## config.mk

```make
export PLATFORM = sky130hd
export DESIGN_NAME = sram_burst_requester_flat
export DESIGN_NICKNAME = d
export VERILOG_FILES = /design/src/rtl/sram_pkg.sv /design/src/rtl/sram_burst_requester_if.sv /design/src/rtl/sram_req_timer.sv /design/src/rtl/sram_burst_requester.sv /design/src/flat_wrapper.sv
export SDC_FILE = /design/constraint.sdc
export NUM_CORES = 1
export LEC_CHECK = 0
export ABC_AREA = 0
export CAP_MARGIN = 20
export CORE_MARGIN = 2
export CORE_UTILIZATION = 51
export CTS_BUF_LIST = sky130_fd_sc_hd__clkbuf_4 sky130_fd_sc_hd__clkbuf_8 sky130_fd_sc_hd__clkbuf_16
export CTS_CLUSTER_DIAMETER = 30
export DETAILED_ROUTE_END_ITERATION = 6
export PLACE_DENSITY_LB_ADDON = 0.12
export SLEW_MARGIN = 5
export SYNTH_ARGS = -nofsm -noshare
export SYNTH_HDL_FRONTEND = slang
export SYNTH_SLANG_ARGS = --single-unit
export TNS_END_PERCENT = 50
```

## constraint.sdc

```tcl
create_clock -name BOARD_CLK -period 8.1 [get_ports BOARD_CLK]
set_clock_uncertainty 0.2 [all_clocks]
set_input_delay 0.81 -clock BOARD_CLK [delete_from_list [all_inputs] [get_ports BOARD_CLK]]
set_output_delay 0.81 -clock BOARD_CLK [all_outputs]
set_load 0.02 [all_outputs]
```

## src/rtl/sram_pkg.sv

```systemverilog
// Shared types for the dual-clock SRAM controller and its per-port requesters.
package sram_pkg;

  localparam int SRAM_ADDR_W = 20;
  localparam int SRAM_DATA_W = 16;

  typedef logic [SRAM_ADDR_W-1:0] sram_addr_t;
  typedef logic [SRAM_DATA_W-1:0] sram_data_t;

  typedef enum logic [2:0] {
    IDLE,
    WR_ISSUE,
    RD_ISSUE,
    RD_WAIT_LOW,
    RD_WAIT_HIGH,
    RD_HOLD,
    DONE
  } req_state_e;

  // Word addresses wrap silently at the top of the 20-bit space.
  function automatic sram_addr_t next_addr(input sram_addr_t a);
    return a + 1'b1;
  endfunction

endpackage

```

## src/rtl/sram_burst_requester_if.sv

```systemverilog
// Client stream and controller-port bundle for one sram_burst_requester.
// master = requester side, slave = client plus controller port.
interface sram_burst_requester_if
  import sram_pkg::*;
#(
  parameter int LEN_W = 9
) ();

  logic             cmd_valid;
  logic             cmd_ready;
  logic             cmd_write;
  sram_addr_t       cmd_addr;
  logic [LEN_W-1:0] cmd_len;

  logic             wr_valid;
  logic             wr_ready;
  sram_data_t       wr_data;

  logic             rd_valid;
  logic             rd_ready;
  sram_data_t       rd_data;
  logic             rd_last;

  logic             done;
  logic             error;

  logic             QueueReadReq;
  logic             QueueWriteReq;
  sram_addr_t       AddressToSRAM;
  sram_data_t       DataToSRAM;
  logic             DataReady;
  sram_data_t       DataFromSRAM;

  modport master (
    input  cmd_valid, cmd_write, cmd_addr, cmd_len,
    output cmd_ready,
    input  wr_valid, wr_data,
    output wr_ready,
    output rd_valid, rd_data, rd_last,
    input  rd_ready,
    output done, error,
    output QueueReadReq, QueueWriteReq, AddressToSRAM, DataToSRAM,
    input  DataReady, DataFromSRAM
  );

  modport slave (
    output cmd_valid, cmd_write, cmd_addr, cmd_len,
    input  cmd_ready,
    output wr_valid, wr_data,
    input  wr_ready,
    input  rd_valid, rd_data, rd_last,
    output rd_ready,
    input  done, error,
    input  QueueReadReq, QueueWriteReq, AddressToSRAM, DataToSRAM,
    output DataReady, DataFromSRAM
  );

endinterface

```

## src/rtl/sram_req_timer.sv

```systemverilog
// Read-return watchdog: counts cycles while enabled, flags the LIMIT-th cycle.
module sram_req_timer #(
  parameter int LIMIT = 64
) (
  input  logic clk,
  input  logic rst,
  input  logic clr,
  input  logic en,
  output logic expired
);

  localparam int CNT_W = (LIMIT > 1) ? $clog2(LIMIT) : 1;
  localparam logic [CNT_W-1:0] LAST = CNT_W'(LIMIT - 1);

  logic [CNT_W-1:0] count_q, count_d;

  assign expired = en && (count_q == LAST);

  // NOTE: every variable gets a default before any branch so no latch is inferred.
  always_comb begin
    count_d = count_q;
    if (clr) begin
      count_d = '0;
    end else if (en && (count_q != LAST)) begin
      count_d = count_q + 1'b1;
    end
  end

  // NOTE: state updates use <= so all flops see pre-edge values regardless of block order.
  always_ff @(posedge clk or posedge rst) begin
    if (rst) begin
      count_q <= '0;
    end else begin
      count_q <= count_d;
    end
  end

endmodule

```

## src/rtl/sram_burst_requester.sv

```systemverilog
// Burst front end for one SRAM controller port: one write per cycle, one read outstanding.
// Optional read-return timeout with sticky error is built when SRAM_REQ_TIMEOUT_EN is defined.
module sram_burst_requester
  import sram_pkg::*;
#(
  parameter int MAX_LEN        = 256,
  parameter int TIMEOUT_CYCLES = 64
) (
  input logic                   BOARD_CLK,
  input logic                   Reset,
  sram_burst_requester_if.master bus
);

  localparam int LEN_W = $clog2(MAX_LEN + 1);
  typedef logic [LEN_W-1:0] len_t;

  if (MAX_LEN < 1 || TIMEOUT_CYCLES < 2) begin : g_bad_param
    $error("sram_burst_requester: MAX_LEN must be >= 1 and TIMEOUT_CYCLES >= 2");
  end

  req_state_e state_q, state_d;
  sram_addr_t addr_q, addr_d;
  len_t       remaining_q, remaining_d;

  logic       cmd_ready_q, cmd_ready_d;
  logic       wr_ready_q, wr_ready_d;
  logic       queue_read_req_q, queue_read_req_d;
  logic       queue_write_req_q, queue_write_req_d;
  sram_addr_t address_to_sram_q, address_to_sram_d;
  sram_data_t data_to_sram_q, data_to_sram_d;
  logic       rd_valid_q, rd_valid_d;
  sram_data_t rd_data_q, rd_data_d;
  logic       rd_last_q, rd_last_d;
  logic       done_q, done_d;
  logic       error_q, error_d;

  logic       timer_expired;

`ifdef SRAM_REQ_TIMEOUT_EN
  logic timer_en;
  logic timer_clr;

  assign timer_en  = (state_q == RD_WAIT_LOW) || (state_q == RD_WAIT_HIGH);
  assign timer_clr = (state_q == RD_ISSUE);

  sram_req_timer #(
    .LIMIT (TIMEOUT_CYCLES)
  ) u_timer (
    .clk     (BOARD_CLK),
    .rst     (Reset),
    .clr     (timer_clr),
    .en      (timer_en),
    .expired (timer_expired)
  );
`else
  assign timer_expired = 1'b0;
`endif

  always_comb begin
    state_d           = state_q;
    addr_d            = addr_q;
    remaining_d       = remaining_q;
    queue_read_req_d  = 1'b0;
    queue_write_req_d = 1'b0;
    address_to_sram_d = address_to_sram_q;
    data_to_sram_d    = data_to_sram_q;
    rd_valid_d        = rd_valid_q;
    rd_data_d         = rd_data_q;
    rd_last_d         = rd_last_q;
    done_d            = 1'b0;
    error_d           = error_q;

    unique case (state_q)
      IDLE: begin
        if (bus.cmd_valid) begin
          addr_d      = bus.cmd_addr;
          remaining_d = bus.cmd_len;
          if (bus.cmd_len == '0) begin
            state_d = DONE;
          end else if (bus.cmd_write) begin
            state_d = WR_ISSUE;
          end else begin
            state_d = RD_ISSUE;
          end
        end
      end

      WR_ISSUE: begin
        if (bus.wr_valid) begin
          queue_write_req_d = 1'b1;
          address_to_sram_d = addr_q;
          data_to_sram_d    = bus.wr_data;
          addr_d            = next_addr(addr_q);
          remaining_d       = remaining_q - 1'b1;
          if (remaining_q == len_t'(1)) begin
            state_d = DONE;
          end
        end
      end

      RD_ISSUE: begin
        queue_read_req_d  = 1'b1;
        address_to_sram_d = addr_q;
        state_d           = RD_WAIT_LOW;
      end

      // DataReady may still be high from the previous word until the controller dequeues.
      RD_WAIT_LOW: begin
        if (timer_expired) begin
          error_d = 1'b1;
          state_d = DONE;
        end else if (!bus.DataReady) begin
          state_d = RD_WAIT_HIGH;
        end
      end

      RD_WAIT_HIGH: begin
        if (bus.DataReady) begin
          rd_valid_d = 1'b1;
          rd_data_d  = bus.DataFromSRAM;
          rd_last_d  = (remaining_q == len_t'(1));
          state_d    = RD_HOLD;
        end else if (timer_expired) begin
          error_d = 1'b1;
          state_d = DONE;
        end
      end

      RD_HOLD: begin
        if (bus.rd_ready) begin
          rd_valid_d  = 1'b0;
          rd_last_d   = 1'b0;
          addr_d      = next_addr(addr_q);
          remaining_d = remaining_q - 1'b1;
          state_d     = (remaining_q == len_t'(1)) ? DONE : RD_ISSUE;
        end
      end

      DONE: begin
        done_d  = 1'b1;
        state_d = IDLE;
      end

      default: state_d = IDLE;
    endcase

    // Handshake readies are registered copies of the next state.
    cmd_ready_d = (state_d == IDLE);
    wr_ready_d  = (state_d == WR_ISSUE);
  end

  always_ff @(posedge BOARD_CLK or posedge Reset) begin
    if (Reset) begin
      state_q           <= IDLE;
      addr_q            <= '0;
      remaining_q       <= '0;
      cmd_ready_q       <= 1'b1;
      wr_ready_q        <= 1'b0;
      queue_read_req_q  <= 1'b0;
      queue_write_req_q <= 1'b0;
      address_to_sram_q <= '0;
      data_to_sram_q    <= '0;
      rd_valid_q        <= 1'b0;
      rd_data_q         <= '0;
      rd_last_q         <= 1'b0;
      done_q            <= 1'b0;
      error_q           <= 1'b0;
    end else begin
      state_q           <= state_d;
      addr_q            <= addr_d;
      remaining_q       <= remaining_d;
      cmd_ready_q       <= cmd_ready_d;
      wr_ready_q        <= wr_ready_d;
      queue_read_req_q  <= queue_read_req_d;
      queue_write_req_q <= queue_write_req_d;
      address_to_sram_q <= address_to_sram_d;
      data_to_sram_q    <= data_to_sram_d;
      rd_valid_q        <= rd_valid_d;
      rd_data_q         <= rd_data_d;
      rd_last_q         <= rd_last_d;
      done_q            <= done_d;
      error_q           <= error_d;
    end
  end

  assign bus.cmd_ready     = cmd_ready_q;
  assign bus.wr_ready      = wr_ready_q;
  assign bus.rd_valid      = rd_valid_q;
  assign bus.rd_data       = rd_data_q;
  assign bus.rd_last       = rd_last_q;
  assign bus.done          = done_q;
  assign bus.error         = error_q;
  assign bus.QueueReadReq  = queue_read_req_q;
  assign bus.QueueWriteReq = queue_write_req_q;
  assign bus.AddressToSRAM = address_to_sram_q;
  assign bus.DataToSRAM    = data_to_sram_q;

endmodule

```

## src/flat_wrapper.sv

```systemverilog
// flat-port wrapper written by rule: the top's interface ports become plain ports
module sram_burst_requester_flat import sram_pkg::*;
#(
  parameter int MAX_LEN        = 256,
  parameter int TIMEOUT_CYCLES = 64
)
  (BOARD_CLK, Reset, bus_cmd_valid, bus_cmd_write, bus_cmd_addr, bus_cmd_len, bus_cmd_ready, bus_wr_valid, bus_wr_data, bus_wr_ready, bus_rd_valid, bus_rd_data, bus_rd_last, bus_rd_ready, bus_done, bus_error, bus_QueueReadReq, bus_QueueWriteReq, bus_AddressToSRAM, bus_DataToSRAM, bus_DataReady, bus_DataFromSRAM);
  sram_burst_requester_if #(.LEN_W(($clog2(MAX_LEN + 1)))) bus_i ();
  input logic BOARD_CLK;
  input logic Reset;
  input wire logic [$bits(bus_i.cmd_valid)-1:0] bus_cmd_valid;
  input wire logic [$bits(bus_i.cmd_write)-1:0] bus_cmd_write;
  input wire logic [$bits(bus_i.cmd_addr)-1:0] bus_cmd_addr;
  input wire logic [$bits(bus_i.cmd_len)-1:0] bus_cmd_len;
  output wire logic [$bits(bus_i.cmd_ready)-1:0] bus_cmd_ready;
  input wire logic [$bits(bus_i.wr_valid)-1:0] bus_wr_valid;
  input wire logic [$bits(bus_i.wr_data)-1:0] bus_wr_data;
  output wire logic [$bits(bus_i.wr_ready)-1:0] bus_wr_ready;
  output wire logic [$bits(bus_i.rd_valid)-1:0] bus_rd_valid;
  output wire logic [$bits(bus_i.rd_data)-1:0] bus_rd_data;
  output wire logic [$bits(bus_i.rd_last)-1:0] bus_rd_last;
  input wire logic [$bits(bus_i.rd_ready)-1:0] bus_rd_ready;
  output wire logic [$bits(bus_i.done)-1:0] bus_done;
  output wire logic [$bits(bus_i.error)-1:0] bus_error;
  output wire logic [$bits(bus_i.QueueReadReq)-1:0] bus_QueueReadReq;
  output wire logic [$bits(bus_i.QueueWriteReq)-1:0] bus_QueueWriteReq;
  output wire logic [$bits(bus_i.AddressToSRAM)-1:0] bus_AddressToSRAM;
  output wire logic [$bits(bus_i.DataToSRAM)-1:0] bus_DataToSRAM;
  input wire logic [$bits(bus_i.DataReady)-1:0] bus_DataReady;
  input wire logic [$bits(bus_i.DataFromSRAM)-1:0] bus_DataFromSRAM;
  assign bus_i.cmd_valid = bus_cmd_valid;
  assign bus_i.cmd_write = bus_cmd_write;
  assign bus_i.cmd_addr = bus_cmd_addr;
  assign bus_i.cmd_len = bus_cmd_len;
  assign bus_cmd_ready = bus_i.cmd_ready;
  assign bus_i.wr_valid = bus_wr_valid;
  assign bus_i.wr_data = bus_wr_data;
  assign bus_wr_ready = bus_i.wr_ready;
  assign bus_rd_valid = bus_i.rd_valid;
  assign bus_rd_data = bus_i.rd_data;
  assign bus_rd_last = bus_i.rd_last;
  assign bus_i.rd_ready = bus_rd_ready;
  assign bus_done = bus_i.done;
  assign bus_error = bus_i.error;
  assign bus_QueueReadReq = bus_i.QueueReadReq;
  assign bus_QueueWriteReq = bus_i.QueueWriteReq;
  assign bus_AddressToSRAM = bus_i.AddressToSRAM;
  assign bus_DataToSRAM = bus_i.DataToSRAM;
  assign bus_i.DataReady = bus_DataReady;
  assign bus_i.DataFromSRAM = bus_DataFromSRAM;
  sram_burst_requester #(.MAX_LEN(MAX_LEN), .TIMEOUT_CYCLES(TIMEOUT_CYCLES)) u_core (.BOARD_CLK(BOARD_CLK), .Reset(Reset), .bus(bus_i));
endmodule
```

== Word-level counts from Yosys, hierarchy flattened ==
Cells that the tools add are included.
Widths: inputs -> output; s select.
Word-level totals
  bits in registers: 91
  word-level logic and storage cells: 67
  bits of input ports: 68
  output and inout bits: 60
Operators by class
  $add $sub $neg: 2
  reduce and logical (&&, ||, !) cells: 11
  equality and inequality tests: 12
  mux-type cells: 29
Operators with widths (count)
  $mux 20: 4
  $pmux 20 s3: 1
  $pmux 20 s2: 1
  $mux 9: 3
  $pmux 9 s3: 1
  $mux 3: 8
  $add 20x1->20 const B: 1
  $pmux 3 s6: 1
  $eq 3x3->1 const B: 3
  $eq 9x1->1 const B: 1
  $logic_not 9->1: 1
  $sub 9x1->9 const B: 1
  $ne 2x2->1 const B: 4
  $mux 1: 7
  $eq 3x1->1 const B: 2
  $eq 3x2->1 const B: 2
  $logic_not 3->1: 2
  $reduce_and 2->1: 3
  $pmux 1 s2: 2
  $reduce_and 4->1: 1
  $reduce_bool 2->1: 2
  $reduce_and 3->1: 1
  $reduce_bool 3->1: 1
  $mux 2: 1

== Logic depth before layout (Yosys ltp) ==
Gate-level depths: netlist of run 1.
  depth in word-level cells: 5
  mapped depth: 7

== Worst setup path before layout of run 1 ==
Ideal clock, no wire load.
  path type: in2reg
  start point: input port bus_cmd_len[2]
  end point: register u_core.cmd_ready_q (netlist: u_core.bus.cmd_ready)
  setup time: 0.099 ns
  path slack: 5.568 ns
  stages on the path: 5
  required time: 7.801 ns
  data arrival time: 2.233 ns
  path through: nor4_4 > nand3_1 > a32o_2 > or4b_4 > a2111oi_4
On the way
  cells in the longest elaborated chain, start to end: 5
RTL lines
  from (decl): RTL line flat_wrapper.sv:14  | input wire logic [$bits(bus_i.cmd_len)-1:0] bus_cmd_len;
  $logic_not 9->1: RTL line sram_burst_requester.sv:78  | if (bus.cmd_len == '0) begin
  $mux 3: RTL line sram_burst_requester.sv:78
  $mux 3: RTL line sram_burst_requester.sv:75  | if (bus.cmd_valid) begin
  $pmux 3 s6: RTL line sram_burst_requester.sv:73  | unique case (state_q)
  named net u_core.state_d[0]: RTL line sram_burst_requester.sv:21  | req_state_e state_q, state_d;
  $logic_not 3->1: RTL line sram_burst_requester.sv:148  | cmd_ready_d = (state_d == IDLE);
  named net u_core.cmd_ready_d: RTL line sram_burst_requester.sv:25  | logic cmd_ready_q, cmd_ready_d;
  to (signal assigned): RTL line sram_burst_requester.sv:172  | cmd_ready_q <= cmd_ready_d;
  to (decl): RTL line sram_burst_requester.sv:25
The timed path passes the listed nets, and every way through them passes these cells.
A chain may end at the register's enable or synchronous reset.

== Final worst setup path of run 1 ==
  start point: input port bus_cmd_valid
  end point: register u_core.remaining_q[3]
On the way
  cells in the longest elaborated chain, start to end: 2
RTL lines
  from (decl): RTL line flat_wrapper.sv:11  | input wire logic [$bits(bus_i.cmd_valid)-1:0] bus_cmd_valid;
  $ne 2x2->1 (no line)
  $reduce_and 4->1 (no line)
  to (signal assigned): RTL line sram_burst_requester.sv:171  | remaining_q <= remaining_d;
  to (decl): RTL line sram_burst_requester.sv:23  | len_t remaining_q, remaining_d;
Every way passes these cells.

==> metrics.cfg, run 1 <==
[min_path]
holdPathStages = 1
hold_path_class = register to register

[place]
place.gp.congestion = 0.825
place_inst = 595
io_buffers = 126
dp_hpwl_um = 7200

[route]
first_iter_violations = 205
ant_nets = 0
via_per_inst = 5.69
post-route-drc-count = 0
wl_per_cell_um = 16.5
via_count = 3484
drt_first_pass_iters = 4
drt_wl_total_um = 10100

[floorplanning]
core_um2 = 8130
die_x_um = 95.0
die-area_um2 = 9020
die_y_um = 95.0
initial_utilization = 0.519
row_count = 33
pin_count = 128

[yosys]
ys_async_sr_fraction = 1.00
syn_area_per_cell_um2 = 11.0
synth_top_area_cell = dfrtp_1
synth_compound_area_frac = 0.139
synth_fa_ha_area_frac = 0.00889
synth_cells = 384
synth-seq-cells = 91
synth_nets = 455
synthSimpleGateAreaFrac = 0.139
ys_types = 47
ys_seq_area_frac = 0.540
synthXorXnorAreaFrac = 0
synth_warnings = 0
synth_edf_count = 0
syn-cell-area_um2 = 4220
synth_top_family_by_area = multiplexers
synth_top_area_frac = 0.534
ys.flop_type = dfrtp_1
synth.area.top_cells = dfrtp_1 53%, mux2_2 14%, a21oi_1 4.3%
synthMuxAreaShare = 0.141

[critical_path]
r2r_setup_slack_ns = 5.05
endpoint_kind = register
path_max_fanout = 30
crit_buf_inv = 1
worst-setup-path-type = input pin to register
slowest_delay_ns = 0.86
slowest_stage = or2_1
crit_chain = clkdlybuf4s50_1, nor4b_1, or2_1, o21ai_0, a22o_1
arrival_ns = 3.28
cp.required_ns = 8.15
cp_top_family = simple AND/OR/NAND/NOR gates
reg2reg_depth = 6
start_kind = input pin
crit_cells = 5

[finish]
area_growth_pct = 36.7
nets = 573
drive_gt1_frac = 0.172
regArea_um2 = 2280
antennaDiodeCount = 0
fillers = 596
multi_input_area_um2 = 1820
finalNonFillerCells = 612
layout_common_cells = 126 x clkdlybuf4s50_1, 90 x dfrtp_1, 53 x mux2_2
layout_commonest_cell = clkdlybuf4s50_1

[sta]
tns_ns = 0
maxSlewHeadroom = 0.335
maxSlewViolCount = 0
period_share = 0.398
fmaxAchievable_ghz = 0.310
final.min_clock_period_ns = 3.23
setup_viol = 0
rsz0062_at_grt = false
hold_violations = 0
tightest_slew_ns = 0.997

[global_routing]
grt_usage = 0.234
grt_pass1_vias = 3325
grt-ovfl-total = 0
grt_pass1_wl_um = 16300
antenna_found_initial = 0
grt_max_degree = 69

[power_and_ir_drop]
power.density_nw_per_um2 = 412
p_leak_uw = 0.00229
peakVddDrop_v = 0.000198
power_uw = 2380

[cts]
clk-insertion-delay-late_ns = 0.36
post_cts_buffers = 0
htree_levels = 3
numClockSinks = 91
ctsLongestPathBuffers = 2
cts_resized = 0
cts_tree = built
root_buffer = clkbuf_8
ctsHoldBuffers = 0
cts_buffers = 9
clk_pin_slew_ns = 0.09

[job]
drv_cap = 0

[status]
status = completed

power breakdown:
group	switching (uW)	internal, uW	leakage [uW]
clock network	162	156	0.0000956
registers	179	677	0.00108
logic	609	594	0.00111
total	949	1430	0.00229
worst reg2reg max path, delay by kind of cell, from the launching register on:
family | cells | cell delay (ns)
simple gates | 3 | 1.31
flops | 1 | 0.54
buf+inv | 1 | 0.39
compound gates | 2 | 0.49
metal layers:
metal / track usage / up-vias / routed length, um
li1: - / 1639 / -
met1: 0.331 / 1692 / 4310
met2: 0.368 / 145 / 4950
met3: 0.0367 / 8 / 724
met4: 0.0797 / 0 / 126
met5: 0 / - / 0
state kept, by name, summed over array words and instances (netlist names):
register,cells
u_core.bus.cmd_ready,1
u_core.state_q,3
u_core.bus.done,1
u_core.bus.DataToSRAM,16
u_core.bus.AddressToSRAM,20
u_core.bus.QueueReadReq,1
u_core.remaining_q,9
u_core.bus.rd_valid,1
u_core.bus.wr_ready,1
u_core.bus.QueueWriteReq,1
u_core.bus.rd_last,1
u_core.addr_q,20
u_core.bus.rd_data,16
cell type report:
class	count	area share
Timing Repair Buffer	132	0.227
Clock buffer	11	0.0252
Tap cell	105	0.0228
Inverter	5	0.00347
Multi-Input combinational cell	263	0.316
Clock inverter	5	0.0106
Sequential cell	91	0.395
through the flow:
stage / hold slack (ns) / cell area (um^2) / setup slack [ns] / util
after floorplan: 0.254 / 4220 / 4.73 / -
after global placement: 0.260 / 5550 / 4.60 / 0.682
after global routing: 0.299 / 5770 / 4.57 / 0.709
after CTS: 0.292 / 5760 / 4.90 / 0.708
final: 0.288 / 5770 / 4.87 / 0.709
after detailed placement: 0.270 / 5550 / 4.53 / 0.682
Yosys cell counts (2+ instances only):
cell	number
dfrtp_1	90
mux2_2	53
a21oi_1	36
nor2_1	28
o21ai_0	24
nand2_1	21
nand3_1	14
buf_2	12
clkbuf_1	12
nand4_1	10
nor3_1	10
o22ai_1	10
nor3b_1	6
inv_1	5
a211oi_1	4
a2bb2oi_1	4
and3_1	4
ha_1	3
nor2b_1	3
a22oi_1	2
nor4b_1	2
o211ai_1	2
o2bb2ai_1	2
o31ai_1	2
or2_2	2
or4_1	2
cells by family (layout without fill, tap and decap cells):
group | Yosys count | in the layout
DFF | 91 | 91
other | 1 | 1
and+or+nand+nor | 111 | 111
adders and majority gates | 3 | 3
muxes | 53 | 53
buffers and inverters | 30 | 153
AOI/OAI and AO/OA | 95 | 95
worst paths after layout:
kind	start	end
min in group asynchronous	Reset	u_core.bus.rd_data[10]
worst max register to register	u_core.state_q[0]	u_core.remaining_q[3]
worst max-delay path	bus_cmd_valid	u_core.remaining_q[3]
worst min-delay path	u_core.bus.rd_valid	u_core.bus.rd_valid
worst min register to register	u_core.bus.rd_valid	u_core.bus.rd_valid
max in group asynchronous	Reset	u_core.addr_q[12]
No activity file was read; power rests on OpenSTA's default activity.
==> run 2: changes to the inputs <==
- CORE_UTILIZATION: 51 -> 47
- clock period: 8.1 -> 3.28 ns (I/O delays scaled with it)
==> metrics.cfg, run 2 (synthesis results as in run 1) <==
[job]
drv_cap = 0

[floorplanning]
die_y_um = 98.8
pin_count = 128
die_x_um = 98.8
initial_utilization = 0.484
die-area_um2 = 9750
row_count = 34
core_um2 = 8720

[route]
drt_wl_total_um = 10400
ant_nets = 0
via_per_inst = 5.64
post-route-drc-count = 0
wl_per_cell_um = 16.8
via_count = 3502
first_iter_violations = 195
drt_first_pass_iters = 5

[cts]
post_cts_buffers = 0
clk_pin_slew_ns = 0.09
cts_resized = 0
ctsHoldBuffers = 0
clk-insertion-delay-late_ns = 0.36
cts_buffers = 9
ctsLongestPathBuffers = 2
cts_tree = built
root_buffer = clkbuf_8
htree_levels = 3
numClockSinks = 91

[finish]
drive_gt1_frac = 0.179
antennaDiodeCount = 0
layout_commonest_cell = clkdlybuf4s50_1
regArea_um2 = 2280
multi_input_area_um2 = 1820
layout_common_cells = 126 x clkdlybuf4s50_1, 90 x dfrtp_1, 53 x mux2_2
nets = 579
area_growth_pct = 39.2
fillers = 671
stdcell_area_um2 = 5870
final_util = 0.673

[power_and_ir_drop]
power.density_nw_per_um2 = 1040
switching_share = 0.391
p_leak_uw = 0.00235
clkPwrFrac = 0.155
peakVddDrop_v = 0.000582
pwr-share-comb = 0.496
p_seq_frac = 0.349
switchingPower_uw = 2380
internal_power_uw = 3700

[place]
io_buffers = 126
postPlaceCellArea_um2 = 5620
place.gp.congestion = 0.872
dp_hpwl_um = 7420

[sta]
tightest_slew_ns = 0.717
maxSlewHeadroom = 0.516
rsz0062_at_grt = false
hold_violations = 0
setup_viol = 0
period_share = 0.758
maxSlewViolCount = 0
final.min_clock_period_ns = 2.49
fmaxAchievable_ghz = 0.402
tns_ns = 0

[critical_path]
reg2reg_to = u_core.remaining_q[8]
r2r_setup_slack_ns = 0.79
endpoint_kind = register
path_max_fanout = 11
cp_top_family = simple AND/OR/NAND/NOR gates
worst-setup-path-type = register to register
start_kind = register
crit_start = u_core.state_q[1]
arrival_ns = 2.52
crit_cells = 5
crit_buf_inv = 1
slowest_delay_ns = 0.70
slowest_stage = nor4b_1
reg2reg_depth = 5
crit_chain = nor4b_1, or2_1, buf_4, o21ai_0, o2bb2ai_1
cp.required_ns = 3.32
r2r-start = u_core.state_q[1]

[global_routing]
grt-ovfl-total = 0
antenna_found_initial = 0
grt_usage = 0.217
grt_busiest_layer = met2
grt_pass1_vias = 3457
grt_max_degree = 45
grt_use_met1 = 0.302
grt_pass1_wl_um = 16900
use_met3 = 0.0482
use_met2 = 0.344

[status]
status = completed

[min_path]
hold_path_class = input pin to asynchronous set/reset pin

-- run 2: cell count changes in the layout (fill, tap and decap cells not counted), sizes merged --
cell,previous run,this run
buf,6,12
bufinv,1,3
clkbuf,11,10
clkinv,1,2
clkinvlp,3,0
inv,5,6
-- run 2: per-stage QoR --
stage                     setup slack, ns  hold slack (ns)  std cells  total power [uW]
after floorplan                     0.390            0.254        384              3960
after global placement              0.630            0.265        605              5060
after detailed placement            0.583            0.267        605              5150
after CTS                           0.784           0.0492        621              6120
after global routing                0.661           0.0822        621              6460
final                               0.795           0.0484        621              6090
-- run 2: worst register-to-register path, stage by stage (launching register included) --
cell	delay, ns
dfrtp_1	0.51
nor4b_1	0.70
or2_1	0.45
buf_4	0.24
o21ai_0	0.12
o2bb2ai_1	0.14
-- run 2: how the worst max path moves through the flow --
stage / to / slack (ns)
2_1_floorplan: u_core.addr_q[0] / 0.39
3_3_place_gp: u_core.bus.cmd_ready / 0.63
3_5_place_dp: u_core.bus.cmd_ready / 0.58
4_1_cts: u_core.remaining_q[8] / 0.78
5_1_grt: u_core.remaining_q[8] / 0.66
6_report: u_core.remaining_q[8] / 0.79
-- run 2: metal layers --
metal,share of wire,vias up,wire length [um]
met2,0.49,139,5060
met4,0.0091,0,95
li1,-,1654,-
met5,0,-,0
met1,0.43,1700,4510
met3,0.072,9,754
-- run 2: layout make-up --
class | instances | share of cell area
sequential | 91 | 0.388
multi-input combinational | 263 | 0.310
timing repair buffer | 138 | 0.232
clock buffer | 10 | 0.0234
tap | 108 | 0.0230
clock inverter | 6 | 0.0202
inverter | 5 | 0.00341
-- run 2: power groups by stage --
| stage | Clock, uW | Combinational (uW) | Sequential, uW |
|---|---|---|---|
| CTS | 964 | 3040 | 2110 |
| global route | 1010 | 3260 | 2200 |
| detailed placement | 0 | 3020 | 2130 |
| global placement | 0 | 2960 | 2090 |
| finish | 943 | 3020 | 2120 |
| floorplan | 0 | 1530 | 2420 |
==> run 3: changes to the inputs <==
- clock period: 3.28 -> 2.3 ns (I/O delays scaled with it)
==> metrics.cfg, run 3 (synthesis results as in run 1) <==
[route]
drt_first_pass_iters = 5
via_per_inst = 5.61
wl_per_cell_um = 16.3
via_count = 3556
drt_wl_total_um = 10300
ant_nets = 0
post-route-drc-count = 0
first_iter_violations = 161

[cts]
htree_levels = 3
clk-insertion-delay-late_ns = 0.35
clk_pin_slew_ns = 0.09
post_cts_buffers = 0
numClockSinks = 91
cts_buffers = 9
ctsHoldBuffers = 0
cts_tree = built
ctsLongestPathBuffers = 2
root_buffer = clkbuf_8

[sta]
fmaxAchievable_ghz = 0.446
setup_viol = 0
period_share = 0.974
whs_ns = 0.111
rsz0062_at_grt = true
maxSlewViolCount = 0
final.min_clock_period_ns = 2.24
hold_violations = 0

[floorplanning]
die-area_um2 = 9750
initial_utilization = 0.484
die_x_um = 98.8
pin_count = 128
die_y_um = 98.8
row_count = 34
core_um2 = 8720

[finish]
fillers = 678
antennaDiodeCount = 0
layout_common_cells = 126 x clkdlybuf4s50_1, 90 x dfrtp_1, 53 x mux2_2
multi_input_area_um2 = 1840
regArea_um2 = 2280
final_util = 0.684
drive_gt1_frac = 0.207
area_growth_pct = 41.3
stdcell_area_um2 = 5960
nets = 592
layout_commonest_cell = clkdlybuf4s50_1

[global_routing]
grt_usage = 0.218
grt_pass1_wl_um = 17300
antenna_found_initial = 0
grt-ovfl-total = 0
grt_max_degree = 42
grt_pass1_vias = 3497

[power_and_ir_drop]
peakVddDrop_v = 0.000618
p_leak_uw = 0.00240
power.density_nw_per_um2 = 1450

[place]
dp_hpwl_um = 7580
place.gp.congestion = 0.855
io_buffers = 126
postPlaceCellArea_um2 = 5740

[critical_path]
start_kind = register
arrival_ns = 2.30
cp.required_ns = 2.36
path_max_fanout = 3
endpoint_kind = register
worst-setup-path-type = register to register

[status]
status = completed

[job]
drv_cap = 0

[min_path]
hold_path_class = input pin to asynchronous set/reset pin

[run 3: cell count changes in the layout (fill, tap and decap cells not counted), moves of 2 or more]
cell | before | now
buf_12 | 1 | 3
buf_4 | 11 | 22
bufinv_16 | 3 | 1
clkinvlp_4 | 0 | 2
inv_6 | 1 | 3
[run 3: per-layer routing]
metal	track usage	up-vias	share of wire	wire, um
met5	0	-	0	0
met4	0.0653	0	0.0096	99
met3	0.0433	9	0.059	613
met2	0.337	134	0.48	4960
met1	0.314	1717	0.45	4660
li1	-	1696	-	-
[run 3: stage by stage]
stage / setup slack [ns] / power, uW / instances / setup TNS [ns]
final: 0.0598 / 8620 / 634 / 0
after global routing: -0.0803 / 9220 / 634 / -0.0803
after CTS: 0.0326 / 8630 / 634 / 0
after detailed placement: -0.291 / 7520 / 618 / -1.10
after global placement: -0.245 / 7400 / 618 / -0.349
after floorplan: 0.0987 / 5650 / 384 / 0
[run 3: layout make-up]
type,count,share of cell area
clock buffer,9,0.0208
clock inverter,7,0.0124
inverter,5,0.00378
multi-input combinational,263,0.309
sequential,91,0.382
tap,108,0.0227
timing repair buffer,151,0.249
[run 3: final timing paths]
path,from,to,slack (ns),cells after the start
max,u_core.remaining_q[1],u_core.bus.cmd_ready,0.06,7
min,Reset,u_core.bus.rd_valid,0.11,3
max reg2reg,u_core.remaining_q[1],u_core.bus.cmd_ready,0.06,7
min reg2reg,u_core.bus.rd_valid,u_core.bus.rd_valid,0.28,1
max in group asynchronous,Reset,u_core.bus.cmd_ready,1.54,3
min in group BOARD_CLK,bus_cmd_addr[1],u_core.addr_q[1],0.25,3
[run 3: critical path: stages, from the launching register on]
cell	delay, ns
dfrtp_1	0.41
inv_2	0.07
ha_1	0.13
nor3b_4	0.18
nand4_1	0.10
a32o_2	0.24
or4b_4	0.51
a2111oi_4	0.32
[run 3: report_power, final]
part	total (uW)	switching, uW	internal, uW	leakage (uW)
registers	2980	598	2380	0.00108
clock network	1090	582	510	0.000100
logic	4550	2270	2280	0.00122
total	8620	3450	5170	0.00240
[run 3: timing repair]
action | in CTS | in global routing
endpoints found under the setup margin | 1 | 13
pin swaps | 0 | 1
gates resized for setup | 1 | 4
